**src/rtl/btn_pkg.sv**
```systemverilog
// Shared types and helpers for the push-button event controller.
package btn_pkg;

    localparam int unsigned CNTW   = 4;
    localparam int unsigned RRW    = 4;
    localparam int unsigned RR_MAX = 16;
    localparam int unsigned MAX_CH = 8;

    typedef enum logic {
        EMPTY = 1'b0,
        FULL  = 1'b1
    } state_e;

    // First set request at or after start, wrapping within n channels.
    function automatic logic [RRW-1:0] rr_next(
        input logic [RR_MAX-1:0] req,
        input logic [RRW-1:0]    start,
        input logic [RRW-1:0]    n
    );
        logic [RRW-1:0] res;
        logic [RRW-1:0] idx;
        logic           found;
        res   = '0;
        found = 1'b0;
        for (int i = 0; i < MAX_CH; i++) begin
            idx = start + RRW'(i);
            if (idx >= n) idx = idx - n;
            if ((RRW'(i) < n) && !found && req[idx]) begin
                res   = idx;
                found = 1'b1;
            end
        end
        return res;
    endfunction

endpackage

```
**src/rtl/btn_chan.sv**
```systemverilog
// One button channel: 2-flop synchroniser, tick-qualified stable counter and
// debounced level, with a same-cycle event strobe on each level flip.
module btn_chan
    import btn_pkg::*;
#(
    parameter int unsigned STABLE = 4
) (
    input  logic i_clk,
    input  logic i_rst_n,
    input  logic i_tick,
    input  logic i_btn,
    output logic o_level,
    output logic o_evt_c,
    output logic o_type_c
);

    logic            r_meta;
    logic            r_sync;
    logic            r_level;
    logic [CNTW-1:0] r_cnt;
    logic            w_diff;
    logic            w_done;

    assign w_diff   = r_sync ^ r_level;
    assign w_done   = (r_cnt == CNTW'(STABLE - 1));
    assign o_evt_c  = i_tick & w_diff & w_done;
    assign o_type_c = r_sync;
    assign o_level  = r_level;

    always_ff @(posedge i_clk or negedge i_rst_n) begin
        if (!i_rst_n) begin
            r_meta  <= 1'b0;
            r_sync  <= 1'b0;
            r_level <= 1'b0;
            r_cnt   <= '0;
        end else begin
            r_meta <= i_btn;
            r_sync <= r_meta;
            if (i_tick) begin
                if (!w_diff) begin
                    r_cnt <= '0;
                end else if (w_done) begin
                    r_level <= r_sync;
                    r_cnt   <= '0;
                end else begin
                    r_cnt <= r_cnt + CNTW'(1);
                end
            end
        end
    end

endmodule

```
**src/rtl/btn_event_ctrl.sv**
```systemverilog
// Multi-channel button front end: shared prescaler, per-channel debounce,
// pending-event store and a round-robin fed single-entry output slot.
module btn_event_ctrl
    import btn_pkg::*;
#(
    parameter int unsigned NBTN     = 4,
    parameter int unsigned IDXW     = 2,
    parameter int unsigned TICKW    = 17,
    parameter int unsigned TICK_DIV = 65536,
    parameter int unsigned STABLE   = 4
) (
    input  logic            clk_i,
    input  logic            rst_ni,
    input  logic [NBTN-1:0] btn_i,
    output logic [NBTN-1:0] level_o,
    output logic            evt_valid_o,
    input  logic            evt_ready_i,
    output logic [IDXW-1:0] evt_idx_o,
    output logic            evt_press_o,
    output logic            overflow_o,
    input  logic            clr_ovf_i
);

    logic [TICKW-1:0]  r_presc;
    logic              w_tick;
    logic [NBTN-1:0]   w_evt;
    logic [NBTN-1:0]   w_type;
    logic [NBTN-1:0]   r_pend;
    logic [NBTN-1:0]   r_ptype;
    logic [NBTN-1:0]   w_grant;
    logic [RR_MAX-1:0] w_req;
    logic [RR_MAX-1:0] w_types;
    logic [RRW-1:0]    w_win;
    logic [RRW-1:0]    w_win_next;
    logic [RRW-1:0]    r_rr_ptr;
    logic              w_load;
    logic              w_ovf_set;
    state_e            r_state;
    logic [IDXW-1:0]   r_idx;
    logic              r_press;
    logic              r_ovf;

    assign w_tick      = (r_presc == TICKW'(TICK_DIV - 1));
    assign evt_valid_o = (r_state == FULL);
    assign evt_idx_o   = r_idx;
    assign evt_press_o = r_press;
    assign overflow_o  = r_ovf;

    for (genvar g = 0; g < NBTN; g++) begin : g_chan
        btn_chan #(
            .STABLE (STABLE)
        ) u_chan (
            .i_clk    (clk_i),
            .i_rst_n  (rst_ni),
            .i_tick   (w_tick),
            .i_btn    (btn_i[g]),
            .o_level  (level_o[g]),
            .o_evt_c  (w_evt[g]),
            .o_type_c (w_type[g])
        );
    end

    // Arbitration: the slot accepts a new event when empty or being popped.
    always_comb begin
        w_req      = RR_MAX'(r_pend);
        w_types    = RR_MAX'(r_ptype);
        w_win      = rr_next(w_req, r_rr_ptr, RRW'(NBTN));
        w_win_next = (w_win == RRW'(NBTN - 1)) ? '0 : w_win + RRW'(1);
        w_load     = (|r_pend) && ((r_state == EMPTY) || evt_ready_i);
        w_grant    = '0;
        for (int i = 0; i < NBTN; i++) begin
            if (w_load && (w_win == RRW'(i))) w_grant[i] = 1'b1;
        end
        w_ovf_set  = |(w_evt & r_pend & ~w_grant);
    end

    always_ff @(posedge clk_i or negedge rst_ni) begin
        if (!rst_ni) begin
            r_presc <= '0;
        end else if (w_tick) begin
            r_presc <= '0;
        end else begin
            r_presc <= r_presc + TICKW'(1);
        end
    end

    // A fresh event beats a same-cycle grant, so the channel stays pending.
    always_ff @(posedge clk_i or negedge rst_ni) begin
        if (!rst_ni) begin
            r_pend  <= '0;
            r_ptype <= '0;
        end else begin
            for (int i = 0; i < NBTN; i++) begin
                if (w_evt[i]) begin
                    r_pend[i]  <= 1'b1;
                    r_ptype[i] <= w_type[i];
                end else if (w_grant[i]) begin
                    r_pend[i]  <= 1'b0;
                end
            end
        end
    end

    always_ff @(posedge clk_i or negedge rst_ni) begin
        if (!rst_ni) begin
            r_ovf <= 1'b0;
        end else if (w_ovf_set) begin
            r_ovf <= 1'b1;
        end else if (clr_ovf_i) begin
            r_ovf <= 1'b0;
        end
    end

    always_ff @(posedge clk_i or negedge rst_ni) begin
        if (!rst_ni) begin
            r_state  <= EMPTY;
            r_idx    <= '0;
            r_press  <= 1'b0;
            r_rr_ptr <= '0;
        end else begin
            case (r_state)
                EMPTY: begin
                    if (w_load) begin
                        r_state  <= FULL;
                        r_idx    <= IDXW'(w_win);
                        r_press  <= w_types[w_win];
                        r_rr_ptr <= w_win_next;
                    end
                end
                FULL: begin
                    if (evt_ready_i) begin
                        if (w_load) begin
                            r_idx    <= IDXW'(w_win);
                            r_press  <= w_types[w_win];
                            r_rr_ptr <= w_win_next;
                        end else begin
                            r_state  <= EMPTY;
                        end
                    end
                end
            endcase
        end
    end

endmodule

```
**config.mk**
```make
export PLATFORM = sky130hd
export DESIGN_NAME = btn_event_ctrl
export DESIGN_NICKNAME = d
export VERILOG_FILES = /design/src/rtl/btn_pkg.sv /design/src/rtl/btn_chan.sv /design/src/rtl/btn_event_ctrl.sv
export SDC_FILE = /design/constraint.sdc
export NUM_CORES = 1
export LEC_CHECK = 0
export ABC_AREA = 1
export CAP_MARGIN = 20
export CORE_ASPECT_RATIO = 0.7
export CORE_MARGIN = 4
export CORE_UTILIZATION = 40
export CTS_CLUSTER_SIZE = 14
export DETAILED_ROUTE_END_ITERATION = 8
export GPL_ROUTABILITY_DRIVEN = 0
export GPL_TIMING_DRIVEN = 1
export HOLD_SLACK_MARGIN = 0.12
export SETUP_SLACK_MARGIN = 0.3
export SLEW_MARGIN = 15
export SYNTH_ARGS = -nofsm -noshare
export SYNTH_HDL_FRONTEND = slang
export SYNTH_SLANG_ARGS = --single-unit
```
**constraint.sdc**
```tcl
create_clock -name clk_i -period 2.8 [get_ports clk_i]
set_clock_uncertainty 0.05 [all_clocks]
set_input_delay 0.28 -clock clk_i [delete_from_list [all_inputs] [get_ports clk_i]]
set_output_delay 0.28 -clock clk_i [all_outputs]
set_load 0.1 [all_outputs]
```
==> results.rst, run 1 <==
.. list-table::
   :header-rows: 1

   * - Metric
     - Value
   * - Status
     - complete, no violations
   * - Sum of buffers and inverters on the critical path
     - 3
   * - FF-to-FF setup slack
     - roughly 0.19 ns
   * - Global-route wire length before repair
     - 11,900 um
   * - Adder-Cell Fraction of Synth Area
     - under 10%
   * - Post-route fraction of the period consumed by the critical path
     - 93.3%
   * - Routed wire length
     - ~7400 um
   * - Buffer cell driving the clock tree root
     - sky130_fd_sc_hd__clkbuf_16
   * - Largest net degree at the start of global routing
     - 40
   * - Compound-cell area share of the yosys netlist
     - approximately 5.6%
   * - TritonCTS clock tree
     - yes
   * - Critical path launch point
     - r_rr_ptr[2]
   * - RSZ-0062 raised after global routing
     - true
   * - Mapped cell area
     - between 3000 and 4000 um^2
   * - Clock period minus final worst setup slack
     - ~2.6 ns
   * - Instance count of the mapped netlist
     - 380
   * - Die Y-Extent
     - approximately 84 um
   * - Worst relative slew slack
     - around 40%
   * - Overflow left after global routing
     - 0
   * - Fraction of the mapped netlist area in simple logic gates
     - between 20% and 30%
   * - Leading post-synthesis cells by cell area
     - sky130_fd_sc_hd__dfrtp_1 (47%), sky130_fd_sc_hd__nand2_1 (9.1%), sky130_fd_sc_hd__nand3_1 (7.1%)
   * - Post-Synth XOR/XNOR Area
     - roughly 5.5%
   * - Routed length per instance
     - approximately 14 um
   * - Placed wire-length estimate after detailed placement
     - roughly 4700 um
   * - Critical path startpoint category
     - flip-flop
   * - Routed Antenna Nets
     - 0
   * - Cell family contributing the most delay on the critical path
     - simple AND/OR/NAND/NOR gates
   * - Clock Path Buffers
     - 2
   * - Total of buffers placed on input and output ports
     - 16
   * - Count of yosys warnings during synthesis
     - 0
   * - Synth cell types
     - 34
   * - Drc violations
     - 0
   * - Starting Density
     - roughly two fifths
   * - Relative area change from synthesis to final layout
     - 28.4%
   * - Full die area
     - 9850 um^2
   * - Die X-Extent
     - between 100 and 150 um
   * - Number of hold violations in the final report
     - 0
   * - TritonCTS buffer count
     - 9
   * - CTS clock-pin slew for the worst setup and hold paths
     - approximately 0.05 ns
   * - Clock Sink Count
     - just over 60
   * - Fmax
     - around 380 MHz
   * - Nets
     - between 400 and 500
   * - Boundary Pins
     - 17
   * - Source of the worst hold timing path
     - g_chan[0].u_chan.r_meta
   * - Max-cap viol count
     - 0
   * - Total instance count after detailed placement
     - roughly 490
   * - Cells along the critical path
     - ha_4 > inv_4 > nand2_4 > and2_4 > ha_4 > inv_2 > nand2_2 > nand2_2 > nand3_2 > nor2_4 > nor2_4 > nand3_2 > nand2_4 > buf_6 > ha_4 > nand2_4 > nand3_2 > nand2_1 > nor2_1 > o21ai_1
   * - Final number of max-transition violations
     - 0
   * - Endpoint kind of the worst setup timing path
     - flip-flop
   * - Vias in the first global route
     - between 2,000 and 3,000
   * - Slowest-stage cell, CP
     - sky130_fd_sc_hd__dfrtp_2
   * - Min-Delay Path Class
     - flip-flop to flip-flop
   * - Final setup viols
     - 0
   * - Number of inserted diodes
     - 0
   * - Top-area cell type share of the netlist area
     - between 40% and 50%
   * - Final total negative setup slack
     - 0 ns
   * - Startpoint-to-endpoint class of the critical path
     - flip-flop to flip-flop
   * - Post-synthesis area per instance
     - about 8.7 um^2
   * - Cell Rows
     - 27
   * - Largest family of logic cells by synthesized area
     - simple AND/OR/NAND/NOR gates
   * - Syn_nets
     - slightly above 400
   * - WP data arrival
     - 2.77 ns
   * - Actual transition at the worst max-transition pin
     - 0.906 ns
   * - Worst hold slack
     - just under 0.3 ns
   * - Sequential area share after synthesis
     - 46.7%
   * - Areal power density over the cells
     - 1150 nW/um^2
   * - Number of antenna violations at the first check in global routing
     - 0
   * - Via count of the routed design
     - about 2,600
   * - Startpoint of the lowest-slack register-to-register path
     - r_rr_ptr[2]
   * - Share of layout cells above drive strength 1
     - a little over a quarter
   * - Maximum single-stage delay on the critical path
     - 0.45 ns
   * - First-iteration detailed-routing DRC count
     - approximately 140
   * - Cell leakage power
     - around 2.1 nW
   * - Clock latency on the worst-skew pair
     - ~0.32 ns
   * - Worst IR drop on VDD
     - 0.548 mV
   * - #FFs+latches synth
     - 62
   * - Via-per-instance ratio
     - approximately 5.0
   * - H-Tree Level Count
     - 3
   * - GRT Total Usage
     - between 10% and 20%
   * - First-pass detailed-route iteration total
     - 4
   * - Share of cell area taken by muxes after synthesis
     - less than 1%
   * - Core region area
     - roughly 8000 um^2
   * - Cell type with the largest total area after synthesis
     - sky130_fd_sc_hd__dfrtp_1
   * - Non-Filler Instances
     - 524
   * - Maximum fanout along the worst path
     - 3
   * - Required time of the critical path
     - between 2 and 3 ns
[cell usage in the layout, fill, tap and decap left out, drive strengths merged, types with 2 or more instances in the layout]
master / n
or2: 2
ha: 15
xor2: 18
nor2: 26
nand4: 9
xnor2: 3
a21oi: 3
clkbuf: 13
nor4: 2
nand2: 87
bufinv: 2
clkdlybuf4s50: 6
buf: 29
o31ai: 7
nand3: 50
inv: 55
o21ai: 21
nor3: 7
dfrtp: 62
[registers in the layout, indices dropped and copies added, names as in the netlist]
| register | cells |
|---|---|
| r_ptype | 4 |
| r_presc | 17 |
| g_chan.u_chan.r_cnt | 16 |
| evt_press_o | 1 |
| g_chan.u_chan.r_meta | 4 |
| g_chan.u_chan.o_type_c | 4 |
| r_rr_ptr | 4 |
| g_chan.u_chan.o_level | 4 |
| evt_idx_o | 2 |
| evt_valid_o | 1 |
| overflow_o | 1 |
| r_pend | 4 |
[layout make-up]
type                            instances  area, um^2
Tap cell                              101         126
Multi-Input combinational cell        254        1720
Inverter                               55         224
Fill cell                             705        3710
Sequential cell                        62        1550
Clock buffer                           13         270
Clock inverter                          3        65.1
Timing Repair Buffer                   36         305
[stage by stage]
| step | worst slack [ns] | util [%] | area [um^2] | total power [mW] |
|---|---|---|---|---|
| finish | 0.187 | 53.5 | 4270 | 4.91 |
| global placement | 0.150 | 44.7 | 3560 | 2.45 |
| global route | 0.0937 | 53.5 | 4270 | 5.18 |
| CTS | 0.308 | 51.9 | 4130 | 4.34 |
| detailed placement | 0.0756 | 44.7 | 3560 | 2.44 |
| floorplan | 0.303 | - | 3330 | 2.09 |
[power by group]
group,switching (mW),internal (mW)
clock,0.370,0.849
combinational,1.58,1.06
sequential,0.0784,0.970
total,2.03,2.88
[layer usage]
metal  GRT usage, %  share of wire, %  vias to the layer above
li1               -                 -                     1307
met1           21.7                48                     1238
met4           4.48               2.8                        0
met2           21.9                43                       70
met5              0                 0                        -
met3           5.98               6.3                       23
[final timing paths]
path / endpoint / cells past startpoint
max reg2reg: overflow_o / 20
min: g_chan[0].u_chan.o_type_c / 0
max: overflow_o / 20
min in group asynchronous: g_chan[1].u_chan.r_cnt[2] / 2
max in group asynchronous: r_presc[13] / 3
min reg2reg: g_chan[0].u_chan.o_type_c / 0
[cell usage after synthesis]
cell,number
sky130_fd_sc_hd__buf_2,2
sky130_fd_sc_hd__nand3_2,3
sky130_fd_sc_hd__mux2_2,1
sky130_fd_sc_hd__nand2_2,4
sky130_fd_sc_hd__nor2_2,2
sky130_fd_sc_hd__nor2_4,2
sky130_fd_sc_hd__nand2_1,81
sky130_fd_sc_hd__nor4_1,2
sky130_fd_sc_hd__nor3_4,3
sky130_fd_sc_hd__o21bai_1,1
sky130_fd_sc_hd__inv_8,1
sky130_fd_sc_hd__nand2_4,2
sky130_fd_sc_hd__or2_2,1
sky130_fd_sc_hd__inv_2,1
sky130_fd_sc_hd__xor2_1,18
sky130_fd_sc_hd__buf_4,5
sky130_fd_sc_hd__nand4_1,8
sky130_fd_sc_hd__dfrtp_1,62
sky130_fd_sc_hd__o22ai_1,1
sky130_fd_sc_hd__ha_1,15
sky130_fd_sc_hd__o21ai_1,4
sky130_fd_sc_hd__a21oi_1,3
sky130_fd_sc_hd__or2_4,1
sky130_fd_sc_hd__inv_1,53
sky130_fd_sc_hd__and2_1,1
sky130_fd_sc_hd__nor3_1,2
sky130_fd_sc_hd__nor3_2,2
sky130_fd_sc_hd__nand3_1,47
sky130_fd_sc_hd__nand4_4,1
sky130_fd_sc_hd__nor2_1,22
sky130_fd_sc_hd__xnor2_1,3
sky130_fd_sc_hd__o31ai_1,7
sky130_fd_sc_hd__buf_6,2
sky130_fd_sc_hd__o21ai_0,17
[cell families after synthesis]
| logic type | after synthesis |
|---|---|
| xor+xnor | 21 |
| buf+inv | 64 |
| mux | 1 |
| simple gates | 184 |
| compound gates | 33 |
| flops | 62 |
| fa+ha+maj | 15 |
[repair_timing]
item / in CTS / in global routing
gates resized for setup: 31 / 28
setup buffers: 10 / 5
hold buffers: 1 / 0
endpoints found under the setup margin: 7 / 8
endpoints found under the hold margin: 38 / 0
pin swaps: 19 / 17
No activity file was read; power rests on OpenSTA's default activity.
==> inputs of run 2 (changes only) <==
SLEW_MARGIN = 40   (was 15)
==> run 2 against run 1 <==
  * Global-route usage is 0.16 points higher
  * Cell count shrank 0.19%
  * Combinational power increased by 2%
  * Clock power barely moved
  * Setup slack worse by 0.043 ns
  * Register-to-register slack lost 0.04 ns
  * Core utilization increased by 0.27 points
  * Final area up 0.50%
  * Die area unchanged
  * Non-clock buffer count is 1 lower
  * First-iteration DRC count shrank 24%
  * Sequential share of layout area down 0.18 points
  * Critical path type unchanged
  * Critical endpoint is now evt_press_o
==> results.rst, run 2 (synthesis gave the netlist of run 1 again) <==
.. list-table::
   :header-rows: 1

   * - Metric
     - Value
   * - Top Registers
     - r_presc (17), g_chan.u_chan.r_cnt (16) (unchanged)
   * - Nets
     - 440 (was 441)
   * - Full die area
     - 9850 um^2 (unchanged)
   * - Top reg by flops
     - r_presc (unchanged)
   * - Worst relative slew slack
     - 60.8% (was 39.6%)
   * - Clock Sink Count
     - 62 (unchanged)
   * - Core region area
     - 7970 um^2 (unchanged)
   * - Cells along the critical path
     - ha_4 > inv_4 > nand2_4 > and2_4 > ha_4 > inv_2 > nand2_2 > nand2_2 > nand3_2 > nor2_4 > nor2_4 > buf_6 > nand3_4 > nand2_8 > buf_4 > buf_4 > nand2_1 > nand3_2 > nand3_2 > nand2_1 (was ha_4 > inv_4 > nand2_4 > and2_4 > ha_4 > inv_2 > nand2_2 > nand2_2 > nand3_2 > nor2_4 > nor2_4 > nand3_2 > nand2_4 > buf_6 > ha_4 > nand2_4 > nand3_2 > nand2_1 > nor2_1 > o21ai_1)
   * - Clock period minus final worst setup slack
     - 2.66 ns (was 2.61 ns)
   * - Global-route wire length before repair
     - 12,000 um (was 11,900 um)
   * - Fmax
     - 377 MHz (was 383 MHz)
   * - Buffer cell driving the clock tree root
     - sky130_fd_sc_hd__clkbuf_16 (unchanged)
   * - Cell leakage power
     - 2.10 nW (about the same)
   * - Multi-input logic area
     - 1740 um^2 (was 1720 um^2)
   * - Largest net degree at the start of global routing
     - 40 (unchanged)
   * - RSZ-0062 raised after global routing
     - true (unchanged)
   * - Worst hold slack
     - 0.294 ns (about the same)
   * - Die Y-Extent
     - 84.3 um (unchanged)
   * - Total of buffers placed on input and output ports
     - 16 (unchanged)
   * - Die X-Extent
     - 117 um (unchanged)
   * - Overflow left after global routing
     - 0 (unchanged)
   * - Most common cell after layout, fill and taps aside
     - sky130_fd_sc_hd__nand2_1 (unchanged)
   * - Maximum single-stage delay on the critical path
     - 0.45 ns (about the same)
   * - Maximum fanout along the worst path
     - 4 (was 3)
   * - Slowest-stage cell, CP
     - sky130_fd_sc_hd__dfrtp_2 (unchanged)
   * - Share of total power in the clock network
     - 24.6% (was 24.8%)
   * - Worst IR drop on VDD
     - 0.537 mV (was 0.548 mV)
   * - First-iteration detailed-routing DRC count
     - 106 (was 139)
   * - Post-route fraction of the period consumed by the critical path
     - 94.9% (was 93.3%)
   * - Summed area of non-filler cells in the final layout
     - 4290 um^2 (was 4270 um^2)
   * - TritonCTS buffer count
     - 9 (unchanged)
   * - Placed wire-length estimate after detailed placement
     - 4720 um (was 4700 um)
   * - Sum of buffers and inverters on the critical path
     - 5 (was 3)
   * - Drc violations
     - 0 (unchanged)
   * - Starting Density
     - 41.7% (unchanged)
   * - Max-cap viol count
     - 0 (unchanged)
   * - Filler cell count in the final layout
     - 695 (was 705)
   * - Via count of the routed design
     - 2,623 (was 2,638)
   * - Seq pwr share
     - 21.2% (was 21.4%)
   * - Combinational cell fraction of total power
     - 54.1% (was 53.8%)
   * - Routed length per instance
     - 14.3 um (was 14.2 um)
   * - H-Tree Level Count
     - 3 (unchanged)
   * - Final number of max-transition violations
     - 0 (unchanged)
   * - Vias in the first global route
     - 2,529 (was 2,524)
   * - Required time of the critical path
     - 2.97 ns (was 2.96 ns)
   * - Non-Filler Instances
     - 523 (was 524)
   * - Endpoint kind of the worst setup timing path
     - flip-flop (unchanged)
   * - First-pass detailed-route iteration total
     - 5 (was 4)
   * - Boundary Pins
     - 17 (unchanged)
   * - Actual transition at the worst max-transition pin
     - 0.584 ns (was 0.906 ns)
   * - Commonest non-fill, non-tap cells in the layout
     - sky130_fd_sc_hd__nand2_1 (69), sky130_fd_sc_hd__dfrtp_1 (60), sky130_fd_sc_hd__inv_1 (46), sky130_fd_sc_hd__nand3_1 (35), sky130_fd_sc_hd__buf_4 (23) (was sky130_fd_sc_hd__nand2_1 (69), sky130_fd_sc_hd__dfrtp_1 (60), sky130_fd_sc_hd__inv_1 (45), sky130_fd_sc_hd__nand3_1 (35), sky130_fd_sc_hd__buf_4 (25))
   * - Cell Int Power
     - 2.87 mW (was 2.88 mW)
   * - Via-per-instance ratio
     - 5.02 (was 5.03)
   * - Total instance count after detailed placement
     - 492 (unchanged)
   * - Util after Layout
     - 53.8% (was 53.5%)
   * - GRT Total Usage
     - 15.5% (was 15.4%)
   * - Clock latency on the worst-skew pair
     - 0.33 ns (was 0.32 ns)
   * - Areal power density over the cells
     - 1160 nW/um^2 (was 1150 nW/um^2)
   * - FF-to-FF setup slack
     - 0.14 ns (was 0.19 ns)
   * - WP data arrival
     - 2.83 ns (was 2.77 ns)
   * - Number of inserted diodes
     - 0 (unchanged)
   * - Placed cell area
     - 3560 um^2 (about the same)
   * - Cell mode on critical path
     - sky130_fd_sc_hd__nand3_2
   * - Cell Rows
     - 27 (unchanged)
   * - Startpoint-to-endpoint class of the critical path
     - flip-flop to flip-flop (unchanged)
   * - Switching Share
     - 42.2% (was 41.3%)
   * - Number of antenna violations at the first check in global routing
     - 0 (unchanged)
   * - Register cell area after layout
     - 1550 um^2 (unchanged)
   * - Clock Path Buffers
     - 2 (unchanged)
   * - Number of hold violations in the final report
     - 0 (unchanged)
   * - Routed wire length
     - 7480 um (was 7420 um)
   * - TritonCTS clock tree
     - yes (unchanged)
   * - Share of layout cells above drive strength 1
     - 26.3% (was 26.7%)
   * - Routed Antenna Nets
     - 0 (unchanged)
   * - Status
     - complete, no violations (unchanged)
   * - Final setup viols
     - 0 (unchanged)
   * - Cell family contributing the most delay on the critical path
     - simple AND/OR/NAND/NOR gates (unchanged)
   * - Relative area change from synthesis to final layout
     - 29.0% (was 28.4%)
   * - Critical path startpoint category
     - flip-flop (unchanged)
   * - Final total negative setup slack
     - 0 ns (unchanged)
   * - Max FFs per register
     - 17 (unchanged)
   * - Min-Delay Path Class
     - flip-flop to flip-flop (unchanged)
   * - CTS clock-pin slew for the worst setup and hold paths
     - 0.05 ns (about the same)
   * - Net Sw Power
     - 2.10 mW (was 2.03 mW)
==> run 2: path summary, 6_finish.rpt <==
kind	startpoint	endpoint	cells past startpoint
max	r_rr_ptr[2]	evt_press_o	20
min	g_chan[0].u_chan.r_meta	g_chan[0].u_chan.o_type_c	0
max reg2reg	r_rr_ptr[2]	evt_press_o	20
min reg2reg	g_chan[0].u_chan.r_meta	g_chan[0].u_chan.o_type_c	0
max in group asynchronous	rst_ni	g_chan[3].u_chan.r_cnt[3]	3
min in group asynchronous	rst_ni	g_chan[1].u_chan.r_cnt[1]	2
==> run 2: per-layer routing <==
metal  wire length [um]  share of wire (%)  vias to the layer above  global-route usage, %
met3                493                6.6                       15                   5.48
li1                   -                  -                     1298                      -
met2               3370                 45                       82                   21.8
met5                  0                  0                        -                      0
met4                115                1.5                        0                   4.38
met1               3500                 47                     1228                   22.6
==> run 2: layout make-up <==
class	instances	share of cell area, %
multi-input cells	254	40.5
flip-flops and latches	62	36.2
repair buffers	35	7.18
clock buffers	13	6.30
inverters	55	5.28
well taps	101	2.95
clock inverters	3	1.52
==> run 2: power by group through the flow <==
stage | clock, mW | combinational (mW) | sequential, mW
after floorplan | 0 | 0.882 | 1.21
after global placement | 0 | 1.38 | 1.06
after detailed placement | 0 | 1.38 | 1.07
after CTS | 1.26 | 2.12 | 1.05
after global routing | 1.31 | 2.86 | 1.06
final | 1.22 | 2.69 | 1.05
==> run 2: worst reg2reg max path, cell delays in order (launching register included) <==
cell,delay (ns)
sky130_fd_sc_hd__dfrtp_2,0.45
sky130_fd_sc_hd__ha_4,0.19
sky130_fd_sc_hd__inv_4,0.07
sky130_fd_sc_hd__nand2_4,0.05
sky130_fd_sc_hd__and2_4,0.16
sky130_fd_sc_hd__ha_4,0.21
sky130_fd_sc_hd__inv_2,0.05
sky130_fd_sc_hd__nand2_2,0.05
sky130_fd_sc_hd__nand2_2,0.08
sky130_fd_sc_hd__nand3_2,0.09
sky130_fd_sc_hd__nor2_4,0.15
sky130_fd_sc_hd__nor2_4,0.07
sky130_fd_sc_hd__buf_6,0.12
sky130_fd_sc_hd__nand3_4,0.11
sky130_fd_sc_hd__nand2_8,0.10
sky130_fd_sc_hd__buf_4,0.16
sky130_fd_sc_hd__buf_4,0.13
sky130_fd_sc_hd__nand2_1,0.07
sky130_fd_sc_hd__nand3_2,0.08
sky130_fd_sc_hd__nand3_2,0.07
sky130_fd_sc_hd__nand2_1,0.05
==> run 2: stage by stage <==
step	setup slack (ns)	power, mW
3_5_place_dp	0.0799	2.44
2_1_floorplan	0.303	2.09
4_1_cts	0.274	4.42
3_3_place_gp	0.150	2.45
5_1_grt	0.0330	5.23
6_report	0.144	4.97
==> run 2: repair_timing <==
action | CTS | global route
resized for setup | 32 | 31
hold buffers | 1 | 0
pin swaps | 20 | 16
endpoints found under the hold margin | 38 | 0
endpoints found under the setup margin | 7 | 8
setup buffers | 12 | 2
==> inputs of run 3 (changes only) <==
--- a/constraint.sdc
+++ b/constraint.sdc
@@ -4,2 +4,2 @@
 set_output_delay 0.28 -clock clk_i [all_outputs]
-set_load 0.1 [all_outputs]
+set_load 0.05 [all_outputs]
==> run 3 against run 2 <==
  * Setup slack better by 0.022 ns
  * Hold slack better by 0.0039 ns
  * Non-clock buffer count up 4
  * Cell count up 0.57%
  * Largest cell class unchanged
  * Sequential power about the same
  * Sequential share of layout area up 0.59 points
  * Wire length up 2.4%
  * Clock power down 21%
  * Largest power group unchanged
  * Die area unchanged
  * Final area down 1.6%
  * Core utilization down 0.86 points
==> results.rst, run 3 (synthesis gave the netlist of run 1 again) <==
.. list-table::
   :header-rows: 1

   * - Metric
     - Value
   * - Hold worst-path end
     - g_chan[0].u_chan.o_type_c (unchanged)
   * - Areal power density over the cells
     - 1080 nW/um^2 (was 1160 nW/um^2)
   * - First-pass detailed-route iteration total
     - 4 (was 5)
   * - Fmax
     - 380 MHz (was 377 MHz)
   * - H-Tree Level Count
     - 3 (unchanged)
   * - Routed Antenna Nets
     - 0 (unchanged)
   * - Critical path startpoint category
     - flip-flop (unchanged)
   * - Boundary Pins
     - 17 (unchanged)
   * - Relative area change from synthesis to final layout
     - 27.0% (was 29.0%)
   * - Combinational cell fraction of total power
     - 55.7% (was 54.1%)
   * - Cells along the critical path
     - ha_4 > inv_2 > nand2_2 > and2_4 > ha_4 > inv_2 > nand2_2 > nand2_2 > nand3_2 > nor2_4 > nand3_2 > nand3_2 > nand2_4 > inv_4 > ha_4 > nand2_2 > nand3_2 > nand2_1 > nor2_1 > o21ai_1 (was ha_4 > inv_4 > nand2_4 > and2_4 > ha_4 > inv_2 > nand2_2 > nand2_2 > nand3_2 > nor2_4 > nor2_4 > buf_6 > nand3_4 > nand2_8 > buf_4 > buf_4 > nand2_1 > nand3_2 > nand3_2 > nand2_1)
   * - Maximum single-stage delay on the critical path
     - 0.45 ns (about the same)
   * - TritonCTS buffer count
     - 9 (unchanged)
   * - Worst relative slew slack
     - 59.3% (was 60.8%)
   * - Max-cap viol count
     - 0 (unchanged)
   * - Required time of the critical path
     - 2.97 ns (about the same)
   * - Via count of the routed design
     - 2,586 (was 2,623)
   * - Largest net degree at the start of global routing
     - 28 (was 40)
   * - Worst flop-to-flop path endpoint
     - overflow_o (was evt_press_o)
   * - Number of hold violations in the final report
     - 0 (unchanged)
   * - Top Registers
     - r_presc (17), g_chan.u_chan.r_cnt (16) (unchanged)
   * - Startpoint of the lowest-slack register-to-register path
     - r_rr_ptr[2] (unchanged)
   * - Overflow left after global routing
     - 0 (unchanged)
   * - Source of the worst hold timing path
     - g_chan[0].u_chan.r_meta (unchanged)
   * - Max FFs per register
     - 17 (unchanged)
   * - Drc violations
     - 0 (unchanged)
   * - TritonCTS clock tree
     - yes (unchanged)
   * - Final total negative setup slack
     - 0 ns (unchanged)
   * - Reg2Reg Depth
     - 20 (unchanged)
   * - Final setup viols
     - 0 (unchanged)
   * - Final number of max-transition violations
     - 0 (unchanged)
   * - CTS clock-pin slew for the worst setup and hold paths
     - 0.05 ns (about the same)
   * - Endpoint kind of the worst setup timing path
     - flip-flop (unchanged)
   * - WP data arrival
     - 2.80 ns (was 2.83 ns)
   * - Min-Delay Path Class
     - flip-flop to flip-flop (unchanged)
   * - Post-route fraction of the period consumed by the critical path
     - 94.1% (was 94.9%)
   * - Overall power after layout
     - 4.57 mW (was 4.97 mW)
   * - Placed wire-length estimate after detailed placement
     - 4610 um (was 4720 um)
   * - Total of buffers placed on input and output ports
     - 16 (unchanged)
   * - Routed wire length
     - 7660 um (was 7480 um)
   * - Via-per-instance ratio
     - 4.92 (was 5.02)
   * - Top reg by flops
     - r_presc (unchanged)
   * - Cell Rows
     - 27 (unchanged)
   * - Buffer cell driving the clock tree root
     - sky130_fd_sc_hd__clkbuf_16 (unchanged)
   * - Die X-Extent
     - 117 um (unchanged)
   * - Worst IR drop on VDD
     - 0.539 mV (was 0.537 mV)
   * - Share of total power in the clock network
     - 21.1% (was 24.6%)
   * - Cell leakage power
     - 2.05 nW (was 2.10 nW)
   * - Routed length per instance
     - 14.6 um (was 14.3 um)
   * - Clock period minus final worst setup slack
     - 2.63 ns (was 2.66 ns)
   * - Clock latency on the worst-skew pair
     - 0.33 ns (about the same)
   * - Number of inserted diodes
     - 0 (unchanged)
   * - FF-to-FF setup slack
     - 0.17 ns (was 0.14 ns)
   * - First-iteration detailed-routing DRC count
     - 139 (was 106)
   * - Full die area
     - 9850 um^2 (unchanged)
   * - Clock Sink Count
     - 62 (unchanged)
   * - Die Y-Extent
     - 84.3 um (unchanged)
   * - Most common cell after layout, fill and taps aside
     - sky130_fd_sc_hd__nand2_1 (unchanged)
   * - Nets
     - 444 (was 440)
   * - Actual transition at the worst max-transition pin
     - 0.611 ns (was 0.584 ns)
   * - Starting Density
     - 41.7% (unchanged)
   * - Net Sw Power
     - 1.94 mW (was 2.10 mW)
   * - Number of antenna violations at the first check in global routing
     - 0 (unchanged)
   * - Vias in the first global route
     - 2,430 (was 2,529)
   * - Switching Share
     - 42.4% (was 42.2%)
   * - Startpoint-to-endpoint class of the critical path
     - flip-flop to flip-flop (unchanged)
   * - Number of cells on the worst hold path
     - 0 (unchanged)
   * - Share of layout cells above drive strength 1
     - 24.0% (was 26.3%)
   * - Cell Int Power
     - 2.63 mW (was 2.87 mW)
   * - Slowest-stage cell, CP
     - sky130_fd_sc_hd__dfrtp_2 (unchanged)
   * - Maximum fanout along the worst path
     - 4 (unchanged)
   * - RSZ-0062 raised after global routing
     - true (unchanged)
   * - Status
     - complete, no violations (unchanged)
   * - GRT Total Usage
     - 15.5% (about the same)
   * - Seq pwr share
     - 23.1% (was 21.2%)
   * - Commonest non-fill, non-tap cells in the layout
     - sky130_fd_sc_hd__nand2_1 (71), sky130_fd_sc_hd__dfrtp_1 (60), sky130_fd_sc_hd__inv_1 (46), sky130_fd_sc_hd__nand3_1 (37), sky130_fd_sc_hd__nor2_1 (21) (was sky130_fd_sc_hd__nand2_1 (69), sky130_fd_sc_hd__dfrtp_1 (60), sky130_fd_sc_hd__inv_1 (46), sky130_fd_sc_hd__nand3_1 (35), sky130_fd_sc_hd__buf_4 (23))
   * - Core region area
     - 7970 um^2 (unchanged)
   * - Global-route wire length before repair
     - 11,800 um (was 12,000 um)
   * - Clock Path Buffers
     - 2 (unchanged)
[run 3: worst max path at each step]
stage / startpoint / end / slack (ns) / cells after the start
after detailed placement: r_rr_ptr[1] / overflow_o / 0.06 / 20
after global routing: r_rr_ptr[2] / overflow_o / 0.06 / 20
after floorplan: r_rr_ptr[1] / overflow_o / 0.30 / 20
after global placement: r_rr_ptr[1] / overflow_o / 0.16 / 20
after CTS: r_rr_ptr[1] / evt_press_o / 0.29 / 20
final: r_rr_ptr[2] / overflow_o / 0.17 / 20
[run 3: layer usage]
metal / GRT usage, % / vias to the layer above / wire length, um
met1: 22.5 / 1202 / 3600
li1: - / 1304 / -
met5: 0 / - / 0
met4: 4.38 / 0 / 175
met2: 20.9 / 62 / 3380
met3: 6.92 / 18 / 503
[run 3: critical path, delay by kind of cell, from the launching register on]
| kind | cells | cell delay [ns] |
|---|---|---|
| DFF | 1 | 0.45 |
| adders and majority gates | 3 | 0.57 |
| AOI/OAI and AO/OA | 1 | 0.06 |
| buffers and inverters | 3 | 0.20 |
| and+or+nand+nor | 13 | 1.17 |
[run 3: power by group through the flow]
| stage | clock network, mW | registers, mW | logic, mW |
|---|---|---|---|
| after floorplan | 0 | 1.12 | 0.881 |
| after global placement | 0 | 1.06 | 1.29 |
| after detailed placement | 0 | 1.07 | 1.26 |
| after CTS | 0.987 | 1.05 | 1.89 |
| after global routing | 1.04 | 1.06 | 2.69 |
| final | 0.965 | 1.06 | 2.55 |
[run 3: layout make-up]
type / count / area [um^2]
Sequential cell: 62 / 1550
Timing Repair Buffer: 39 / 345
Clock buffer: 10 / 229
Fill cell: 681 / 3750
Tap cell: 101 / 126
Inverter: 55 / 221
Multi-Input combinational cell: 254 / 1720
Clock inverter: 5 / 27.5
[run 3: through the flow]
step / setup slack (ns) / instance area (um^2) / cells / hold slack [ns] / utilization (%)
2_1_floorplan: 0.303 / 3330 / 380 / -0.0656 / -
3_3_place_gp: 0.156 / 3580 / 493 / 0.282 / 44.9
3_5_place_dp: 0.0600 / 3580 / 493 / 0.286 / 44.9
4_1_cts: 0.291 / 4070 / 520 / 0.303 / 51.0
5_1_grt: 0.0641 / 4220 / 526 / 0.314 / 52.9
6_report: 0.166 / 4220 / 526 / 0.298 / 52.9
[run 3: what timing repair did]
| action | 4_1_cts | 5_1_grt |
|---|---|---|
| setup endpoints to repair | 7 | 8 |
| pin swaps | 16 | 20 |
| resized for setup | 28 | 28 |
| setup buffers | 11 | 6 |
| hold buffers | 1 | 0 |
| hold endpoints to repair | 25 | 0 |
